`src/rtl/scs8hd_sipo4_2_if.sv`:
```
`default_nettype none
// ============================================================================
// Module   : scs8hd_sipo4_2_if
// Purpose  : Bundle of the serial input, handshake and parallel output signals
//            of the 4-bit serial-in/parallel-out deserializer cell.
//            The perr signal exists only when SCS8HD_SIPO_PARITY_EN is defined.
// Revision : 1.0  initial release
// ============================================================================
interface scs8hd_sipo4_2_if;
  logic       din;
  logic       den;
  logic       fs;
  logic       ack;
  logic [3:0] q;
  logic       valid;
  logic       ovr;
`ifdef SCS8HD_SIPO_PARITY_EN
  logic       perr;
`endif

  // Producer of the serial stream and consumer of the parallel word
  modport master (
    output din, den, fs, ack,
`ifdef SCS8HD_SIPO_PARITY_EN
    input  perr,
`endif
    input  q, valid, ovr
  );

  // The deserializer cell itself
  modport slave (
    input  din, den, fs, ack,
`ifdef SCS8HD_SIPO_PARITY_EN
    output perr,
`endif
    output q, valid, ovr
  );
endinterface
`default_nettype wire

```
`src/rtl/scs8hd_sipo4_2.sv`:
```
`default_nettype none
// ============================================================================
// Module   : scs8hd_sipo4_2
// Purpose  : Clocked 4-bit serial-in/parallel-out deserializer. Collects four
//            framed serial bits (FS marks bit 0, DEN qualifies each bit) and
//            presents the word with a VALID/ACK handshake and a sticky overrun
//            flag. Optional even-parity bit via macro SCS8HD_SIPO_PARITY_EN.
// Revision : 1.0  initial release
// ============================================================================
module scs8hd_sipo4_2 #(
  parameter bit LSB_FIRST = 1'b1
) (
  input  wire logic         clk,
  input  wire logic         rst,
  scs8hd_sipo4_2_if.slave   bus
);

`ifdef SCS8HD_SIPO_PARITY_EN
  typedef enum logic [1:0] {
    IDLE  = 2'd0,
    SHIFT = 2'd1,
    PAR   = 2'd2
  } state_t;
  // All four data bits must be held while waiting for the parity bit
  localparam int SHW = 4;
`else
  typedef enum logic [1:0] {
    IDLE  = 2'd0,
    SHIFT = 2'd1
  } state_t;
  // The 4th bit is taken straight from din on the completing edge
  localparam int SHW = 3;
`endif

  state_t           state;
  logic [1:0]       cnt;
  logic [SHW-1:0]   shreg;   // shreg[k] = data bit k in arrival order
  logic [3:0]       word;    // complete data word in arrival order
  logic [3:0]       placed;  // word reordered to the Q bit placement

  // Assemble the complete word as it stands on the completing edge
  always_comb begin
`ifdef SCS8HD_SIPO_PARITY_EN
    word = shreg;
`else
    word = {bus.din, shreg};
`endif
  end

  // Map arrival order onto Q: bit k to Q[k], or to Q[3-k] when MSB first
  always_comb begin
    placed = LSB_FIRST ? word : {word[0], word[1], word[2], word[3]};
  end

  // Framing FSM with registered handshake, word and flag outputs
  always_ff @(posedge clk or posedge rst) begin
    if (rst) begin
      state     <= IDLE;
      cnt       <= 2'd0;
      shreg     <= '0;
      bus.q     <= 4'h0;
      bus.valid <= 1'b0;
      bus.ovr   <= 1'b0;
`ifdef SCS8HD_SIPO_PARITY_EN
      bus.perr  <= 1'b0;
`endif
    end else begin
      // An accepting ACK clears VALID; a word loading on this edge overrides
      if (bus.valid && bus.ack) begin
        bus.valid <= 1'b0;
      end
      if (bus.den) begin
        if (bus.fs) begin
          // Frame start resynchronises from any state, dropping partial data
          shreg <= {{(SHW-1){1'b0}}, bus.din};
          cnt   <= 2'd1;
          state <= SHIFT;
        end else begin
          case (state)
            SHIFT: begin
              if (cnt == 2'd3) begin
`ifdef SCS8HD_SIPO_PARITY_EN
                shreg[3] <= bus.din;
                cnt      <= 2'd0;
                state    <= PAR;
`else
                bus.q     <= placed;
                bus.valid <= 1'b1;
                // Unacknowledged word is being overwritten
                if (bus.valid && !bus.ack) begin
                  bus.ovr <= 1'b1;
                end
                cnt   <= 2'd0;
                state <= IDLE;
`endif
              end else begin
                shreg[cnt] <= bus.din;
                cnt        <= cnt + 2'd1;
              end
            end
`ifdef SCS8HD_SIPO_PARITY_EN
            PAR: begin
              bus.q     <= placed;
              bus.valid <= 1'b1;
              // Even parity: data bits XOR parity bit must be zero
              bus.perr  <= (^word) ^ bus.din;
              if (bus.valid && !bus.ack) begin
                bus.ovr <= 1'b1;
              end
              state <= IDLE;
            end
`endif
            default: begin
              // IDLE without frame start: bit is ignored
            end
          endcase
        end
      end
    end
  end

endmodule
`default_nettype wire

```
`src/flat_wrapper.sv`:
```
// flat-port wrapper written by rule: the top's interface ports become plain ports
module scs8hd_sipo4_2_flat 
#(
  parameter bit LSB_FIRST = 1'b1
)
  (clk, rst, bus_din, bus_den, bus_fs, bus_ack, bus_q, bus_valid, bus_ovr);
  scs8hd_sipo4_2_if bus_i ();
  input  wire logic clk;
  input  wire logic rst;
  input wire logic [$bits(bus_i.din)-1:0] bus_din;
  input wire logic [$bits(bus_i.den)-1:0] bus_den;
  input wire logic [$bits(bus_i.fs)-1:0] bus_fs;
  input wire logic [$bits(bus_i.ack)-1:0] bus_ack;
  output wire logic [$bits(bus_i.q)-1:0] bus_q;
  output wire logic [$bits(bus_i.valid)-1:0] bus_valid;
  output wire logic [$bits(bus_i.ovr)-1:0] bus_ovr;
  assign bus_i.din = bus_din;
  assign bus_i.den = bus_den;
  assign bus_i.fs = bus_fs;
  assign bus_i.ack = bus_ack;
  assign bus_q = bus_i.q;
  assign bus_valid = bus_i.valid;
  assign bus_ovr = bus_i.ovr;
  scs8hd_sipo4_2 #(.LSB_FIRST(LSB_FIRST)) u_core (.clk(clk), .rst(rst), .bus(bus_i));
endmodule
```
`config.mk`:
```
export PLATFORM = sky130hd
export DESIGN_NAME = scs8hd_sipo4_2_flat
export DESIGN_NICKNAME = d
export VERILOG_FILES = /design/src/rtl/scs8hd_sipo4_2_if.sv /design/src/rtl/scs8hd_sipo4_2.sv /design/src/flat_wrapper.sv
export SDC_FILE = /design/constraint.sdc
export NUM_CORES = 1
export LEC_CHECK = 0
export ABC_AREA = 1
export CAP_MARGIN = 10
export CORE_AREA = 2 2 39 41
export DETAILED_ROUTE_END_ITERATION = 6
export DIE_AREA = 0 0 41 43
export PLACE_DENSITY = 0.72
export SETUP_SLACK_MARGIN = 0.02
export SLEW_MARGIN = 15
export SYNTH_ARGS = -nofsm -noshare
export SYNTH_HDL_FRONTEND = slang
export SYNTH_SLANG_ARGS = --single-unit
```
`constraint.sdc`:
```
create_clock -name clk -period 1.9 [get_ports clk]
set_clock_uncertainty 0.05 [all_clocks]
set_input_delay 0.19 -clock clk [delete_from_list [all_inputs] [get_ports clk]]
set_output_delay 0.19 -clock clk [all_outputs]
set_load 0.02 [all_outputs]
```
==> results.tsv, run 1 <==
stage	metric	value	unit
run_status	status	finished clean	
layout	layout cell share with drive strength beyond 1	12.09	%
global_routing	pin count of the biggest net entering global routing	13	
clocking	CTS sink count	12	
detailed_routing	# DRC	0	
floorplan	Initial Utilization	46.11	%
timing	Max Fclk	675.6	MHz
layout	post-route cell area	804.5	µm²
yosys	Seq cells post-synth	12	
floorplan	I/O Pins	12	
power_and_ir_drop	Leak	0.3994	nW
critical_path	worst path bufs/invs	1	
clocking	Hold Buf Count CTS	0	
layout	FF/Latch Area	300.3	µm²
yosys	post-synth top area share	47.06	%
power_and_ir_drop	Peak VDD IR	703.2	µV
global_routing	initial antenna violation count	0	
power_and_ir_drop	Tot Pwr	0.0009622	W
detailed_routing	Via density	4.981	
placed_design	DP Wirelength	978.3	µm
placed_design	Inst Count DP	103	
floorplan	DIE AREA	1763	µm²
layout	area grow syn2layout	26.08	%
power_and_ir_drop	Pwr per Cell Area	1196	nW/µm²
clocking	CTS tree	built	
timing	Hold Fails Final Rpt	0	
placed_design	gp weighted congestion	0.8877	
detailed_routing	via count	533	
placed_design	port bufs	11	
yosys	Synth Net Count	87	
yosys	Post-Syn Area	638.1	µm²
critical_path	critical path fanouts, max	2	
floorplan	Core ar.	1384	µm²
critical_path	reg2reg end	u_core.shreg[2]$_DFFE_PP0P_	
clocking	CTS buffer count	3	
yosys	post-synthesis average cell area	8.396	µm²
critical_path	crit-path cells	clkdlybuf4s50_1	
detailed_routing	Post-Route WL	1.239	mm
clocking	postcts setup bufs	0	
detailed_routing	first drt pass iteration count	4	
clocking	CTS Root Cell	clkbuf_4	
layout	Filler cells	129	
yosys	Area contributors post-synth	dfrtp_1, nand2_1, ha_1	
critical_path	delay-heaviest family, CP	buffers and inverters	
layout	final net count	103	
critical_path	CP Data Required Time	1660	ps
yosys	post-synth cell types	16	
power_and_ir_drop	Int Pwr	0.0006033	W
global_routing	GRT Total Usage	18.78	%
critical_path	reg2reg path depth	7	
yosys	area leader, netlist	dfrtp_1	
critical_path	CP max stage delay	610	ps
critical_path	Critical Path End Type	primary output	
timing	Post-Route Setup TNS	0	ps
timing	crit path time final	1480	ps
layout	diode count	0	
clocking	H-tree Lvls	1	
hold_path	Hold Crit Class	in -> async	
power_and_ir_drop	clock power share	21.5	%
power_and_ir_drop	switch share	37.30	%
critical_path	CP Launch Type	flop	
yosys	Synth Warn #	0	
detailed_routing	Starting DRT DRC Count	14	
timing	Final Setup Violations	0	
timing	final worst-path cycle share	77.90	%
yosys	Seq/Total Area, Yosys	47.06	%
yosys	Syn Inst Count	76	
critical_path	r2r startpoint	u_core.cnt[0]$_DFFE_PP0P_	
clocking	clock latency on the worst-skew pair	280	ps
power_and_ir_drop	switching pwr	0.0003589	W
floorplan	Die W	41	µm
detailed_routing	WL/cell	11.58	µm
timing	RSZ-0062 raised after global routing	no	
yosys	number of synthesized flops with an enable pin	0	
yosys	Top FF cell, synth	dfrtp_1	
placed_design	placement-stage cell area	768.2	µm²
clocking	clk slew on worst S/H paths	80	ps
global_routing	gr ovfl total	0	
power_and_ir_drop	Logic pwr share	38.9	%
layout	footprint of the multi-input gates	284.0	µm²
timing	Worst-Margin Slew	465.8	ps
clocking	post-cts sizing count	0	
clocking	Clock Tree Buf Depth	2	
critical_path	Setup Crit Path Kind	reg -> out	
yosys	ys async rst share	100.0	%
power_and_ir_drop	Seq pwr share	39.6	%
layout	fin cells	107	
global_routing	first-pass GRT wire length	2.152	mm
run	Max-cap violations	0	
floorplan	Die H	43	µm
timing	Slew headroom	68.92	%
critical_path	worst path arrival time	1240	ps
critical_path	R2R Setup Slk	700	ps
timing	Slew Viols, Final	0	
detailed_routing	Final ANT Viol Nets	0	
global_routing	vias in the first global route	514	
floorplan	num rows	14	
critical_path	CP max stage cell	clkdlybuf4s50_1	
## final cells by class
class	instances	area share [%]
clock buffers	4	4.510
repair buffers	11	13.69
flip-flops and latches	12	37.33
inverters	14	6.687
multi-input cells	50	35.30
well taps	16	2.488
## placed cells by master, fill, tap and decap left out
master           count
nand4_1              1
clkbuf_4             3
ha_1                 5
nor2_1               3
nand3_4              1
nand2_2              2
o21ai_1              4
clkdlybuf4s50_1     11
dfrtp_1             12
o21ai_2              1
a31o_2               1
nand2_1             21
clkinv_2             1
inv_1               12
o21a_1               1
inv_2                1
nand3_1              7
o21ai_0              3
clkbuf_8             1
## through the flow
| stage | setup slack, ps | utilization, % | hold slack [ps] |
|---|---|---|---|
| 6_report | 419.9 | 58.14 | 170.5 |
| 5_1_grt | 367.3 | 58.14 | 255.6 |
| 4_1_cts | 403.1 | 58.14 | 186.8 |
| 3_5_place_dp | 431.7 | 55.52 | 416.3 |
| 3_3_place_gp | 484.0 | 55.52 | 397.4 |
| 2_1_floorplan | 799.6 | - | 4.699 |
## layer usage
| metal | GRT usage, % | part of all wire (%) |
|---|---|---|
| met3 | 1.571 | 4.3 |
| met4 | 18.00 | 3.7 |
| met2 | 25.62 | 47 |
| met5 | 0 | 0 |
| met1 | 24.33 | 45 |
## worst reg2reg max path, delay by kind of cell, from the launching register on
family / cells / cell delay [ps]
buffers and inverters: 2 / 180
and+or+nand+nor: 4 / 270
DFF: 1 / 420
adders and majority gates: 1 / 180
## cell families after synthesis
| group | Yosys count | share of synthesized area (%) |
|---|---|---|
| buffers and inverters | 14 | 8.430 |
| AO/OA/AOI/OAI | 10 | 9.412 |
| AND/OR/NAND/NOR | 35 | 25.29 |
| flip-flops | 12 | 47.06 |
| adder cells (fa/ha/maj) | 5 | 9.804 |
## cell usage after synthesis (2+ instances only)
cell	number
nand3_1	7
ha_1	5
o21ai_0	3
inv_1	12
nand2_2	2
nor2_1	3
o21ai_1	4
dfrtp_1	12
nand2_1	21
## worst max path at each step
| stage | from | endpoint | slack [ps] | cells past startpoint |
|---|---|---|---|---|
| floorplan | u_core.cnt[0]$_DFFE_PP0P_ | u_core.shreg[0]$_DFFE_PP0P_ | 800 | 5 |
| global placement | bus_fs | u_core.shreg[2]$_DFFE_PP0P_ | 480 | 6 |
| detailed placement | bus_fs | u_core.shreg[2]$_DFFE_PP0P_ | 430 | 6 |
| CTS | u_core.bus.ovr$_DFFE_PP0P_ | bus_ovr | 400 | 1 |
| global route | u_core.bus.ovr$_DFFE_PP0P_ | bus_ovr | 370 | 1 |
| finish | u_core.bus.q[1]$_DFFE_PP0P_ | bus_q[1] | 420 | 1 |
## power by group through the flow
stage | clock [W] | combinational, W | sequential (W)
floorplan | 0 | 0.000221 | 0.000412
global placement | 0 | 0.000366 | 0.000386
detailed placement | 0 | 0.000376 | 0.000386
CTS | 0.000210 | 0.000377 | 0.000381
global route | 0.000221 | 0.000424 | 0.000394
finish | 0.000206 | 0.000375 | 0.000381
## registers in the layout (all words and copies together) (netlist names)
register and count:
u_core.bus.ovr 1, u_core.state 1, u_core.cnt 2, u_core.bus.valid 1
u_core.shreg 3, u_core.bus.q 4
(Power assumes the default switching activity.)
==> run 2: changes to the inputs <==
- CORE_AREA: 2 2 39 41 -> unset
- CORE_UTILIZATION: unset -> 48
- DIE_AREA: 0 0 41 43 -> unset
- clock period: 1.9 -> 1.4 ns (I/O delays scaled with it)
==> results.tsv, run 2 (synthesized netlist as in run 1, its figures left out) <==
stage	metric	value	unit
timing	Hold Fails Final Rpt	0	
clocking	CTS sink count	12	
critical_path	CP Launch Type	flop	
clocking	Clock Tree Buf Depth	2	
placed_design	port bufs	11	
detailed_routing	Post-Route WL	1.032	mm
timing	Post-Route Setup TNS	0	ps
floorplan	Die W	38.46	µm
global_routing	vias in the first global route	448	
layout	layout cell share with drive strength beyond 1	12.09	%
power_and_ir_drop	Pwr per Cell Area	1583	nW/µm²
global_routing	first-pass GRT wire length	1.800	mm
layout	final net count	103	
power_and_ir_drop	Tot Pwr	0.001257	W
layout	Filler cells	100	
critical_path	Critical Path End Type	flop	
detailed_routing	via count	513	
detailed_routing	# DRC	0	
layout	diode count	0	
floorplan	DIE AREA	1479	µm²
placed_design	DP Wirelength	829.9	µm
floorplan	num rows	12	
layout	Util after Layout	67.84	%
critical_path	CP max stage cell	dfrtp_1	
critical_path	crit-path cells	ha_1 > nand2_1 > nand3_1 > nand2_1 > nand2_1	
clocking	clk slew on worst S/H paths	70	ps
critical_path	CP Data Required Time	1520	ps
layout	fin cells	105	
critical_path	CP max stage delay	420	ps
power_and_ir_drop	Peak VDD IR	892.0	µV
global_routing	gr ovfl total	0	
global_routing	pin count of the biggest net entering global routing	13	
critical_path	critical path fanouts, max	4	
layout	Largest regs	u_core.bus.q x4, u_core.shreg x3, u_core.cnt x2	
run	Max-cap violations	0	
clocking	H-tree Lvls	1	
layout	most common cell after layout, fill and taps aside	nand2_1	
timing	final worst-path cycle share	85.09	%
floorplan	Initial Utilization	54.49	%
detailed_routing	Via density	4.886	
hold_path	Hold Crit Class	in -> async	
timing	Final Setup Violations	0	
layout	Biggest register	u_core.bus.q	
floorplan	Core ar.	1171	µm²
timing	crit path time final	1191	ps
clocking	CTS Root Cell	clkbuf_4	
critical_path	worst path arrival time	1310	ps
clocking	clock latency on the worst-skew pair	270	ps
timing	Worst-Margin Slew	426.8	ps
run_status	status	finished clean	
detailed_routing	Final ANT Viol Nets	0	
floorplan	Die H	38.46	µm
layout	Largest register FFs	4	
placed_design	Inst Count DP	101	
power_and_ir_drop	Leak	0.4174	nW
detailed_routing	Starting DRT DRC Count	9	
clocking	postcts setup bufs	0	
timing	Max Fclk	839.5	MHz
floorplan	I/O Pins	12	
critical_path	Setup Crit Path Kind	reg -> reg	
placed_design	gp weighted congestion	0.8166	
global_routing	initial antenna violation count	0	
layout	area grow syn2layout	24.51	%
clocking	CTS buffer count	3	
timing	Slew headroom	71.52	%
global_routing	GRT Total Usage	18.47	%
timing	RSZ-0062 raised after global routing	no	
timing	Slew Viols, Final	0	
critical_path	Critical Path Most Common Cell	nand2_1	
detailed_routing	WL/cell	9.829	µm
layout	most frequent cells in the layout	nand2_1, inv_1, dfrtp_1, nand3_1, dlygate4sd2_1	
detailed_routing	first drt pass iteration count	4	
clocking	CTS tree	built	
[run 2: worst paths after layout]
check	cells after the start	from	slack, ps	endpoint
max	5	u_core.cnt[0]$_DFFE_PP0P_	210	u_core.shreg[2]$_DFFE_PP0P_
min	2	rst	110	u_core.bus.q[3]$_DFFE_PP0P_
max reg2reg	5	u_core.cnt[0]$_DFFE_PP0P_	210	u_core.shreg[2]$_DFFE_PP0P_
min reg2reg	2	u_core.bus.ovr$_DFFE_PP0P_	410	u_core.bus.ovr$_DFFE_PP0P_
max in group asynchronous	2	rst	890	u_core.cnt[0]$_DFFE_PP0P_
min in group clk	2	u_core.bus.ovr$_DFFE_PP0P_	410	u_core.bus.ovr$_DFFE_PP0P_
[run 2: per-stage QoR]
stage / setup slack [ps] / cell area, µm² / hold slack, ps
after floorplan: 299.6 / 638.1 / -45.30
final: 208.8 / 794.5 / 113.3
after CTS: 220.8 / 794.5 / 130.8
after detailed placement: 39.48 / 765.7 / 404.9
after global placement: 64.85 / 765.7 / 394.7
after global routing: 78.53 / 794.5 / 157.7
[run 2: critical path: cells and delay by family (launching register included)]
family	cells	cell delay, ps
simple gates	4	340
flops	1	420
fa+ha+maj	1	280
[run 2: what timing repair did]
action	CTS	global route
resized for setup	6	0
hold buffers	0	0
setup endpoints to repair	6	0
endpoints found under the hold margin	0	0
[run 2: layout make-up]
type / instances / area [µm²] / area share (%)
clock buffer: 4 / 36.28 / 4.567
inverter: 14 / 53.80 / 6.772
timing repair buffer: 11 / 102.6 / 12.91
sequential: 12 / 300.3 / 37.80
tap: 14 / 17.52 / 2.205
multi-input combinational: 50 / 284.0 / 35.75
[run 2: where the power goes]
| group | internal (W) | total [W] | switching, W | leakage, nW |
|---|---|---|---|---|
| Sequential | 0.000449 | 0.000516 | 0.0000673 | 0.150 |
| Clock | 0.000158 | 0.000270 | 0.000112 | 0.0210 |
| Combinational | 0.000185 | 0.000471 | 0.000287 | 0.246 |
[run 2: per-layer routing]
layer / GRT usage (%) / routed length (µm) / vias up
li1: - / - / 271
met1: 23.13 / 505 / 221
met2: 28.39 / 443 / 17
met3: 1.744 / 51 / 4
met4: 15.52 / 31 / 0
met5: 0 / 0 / -
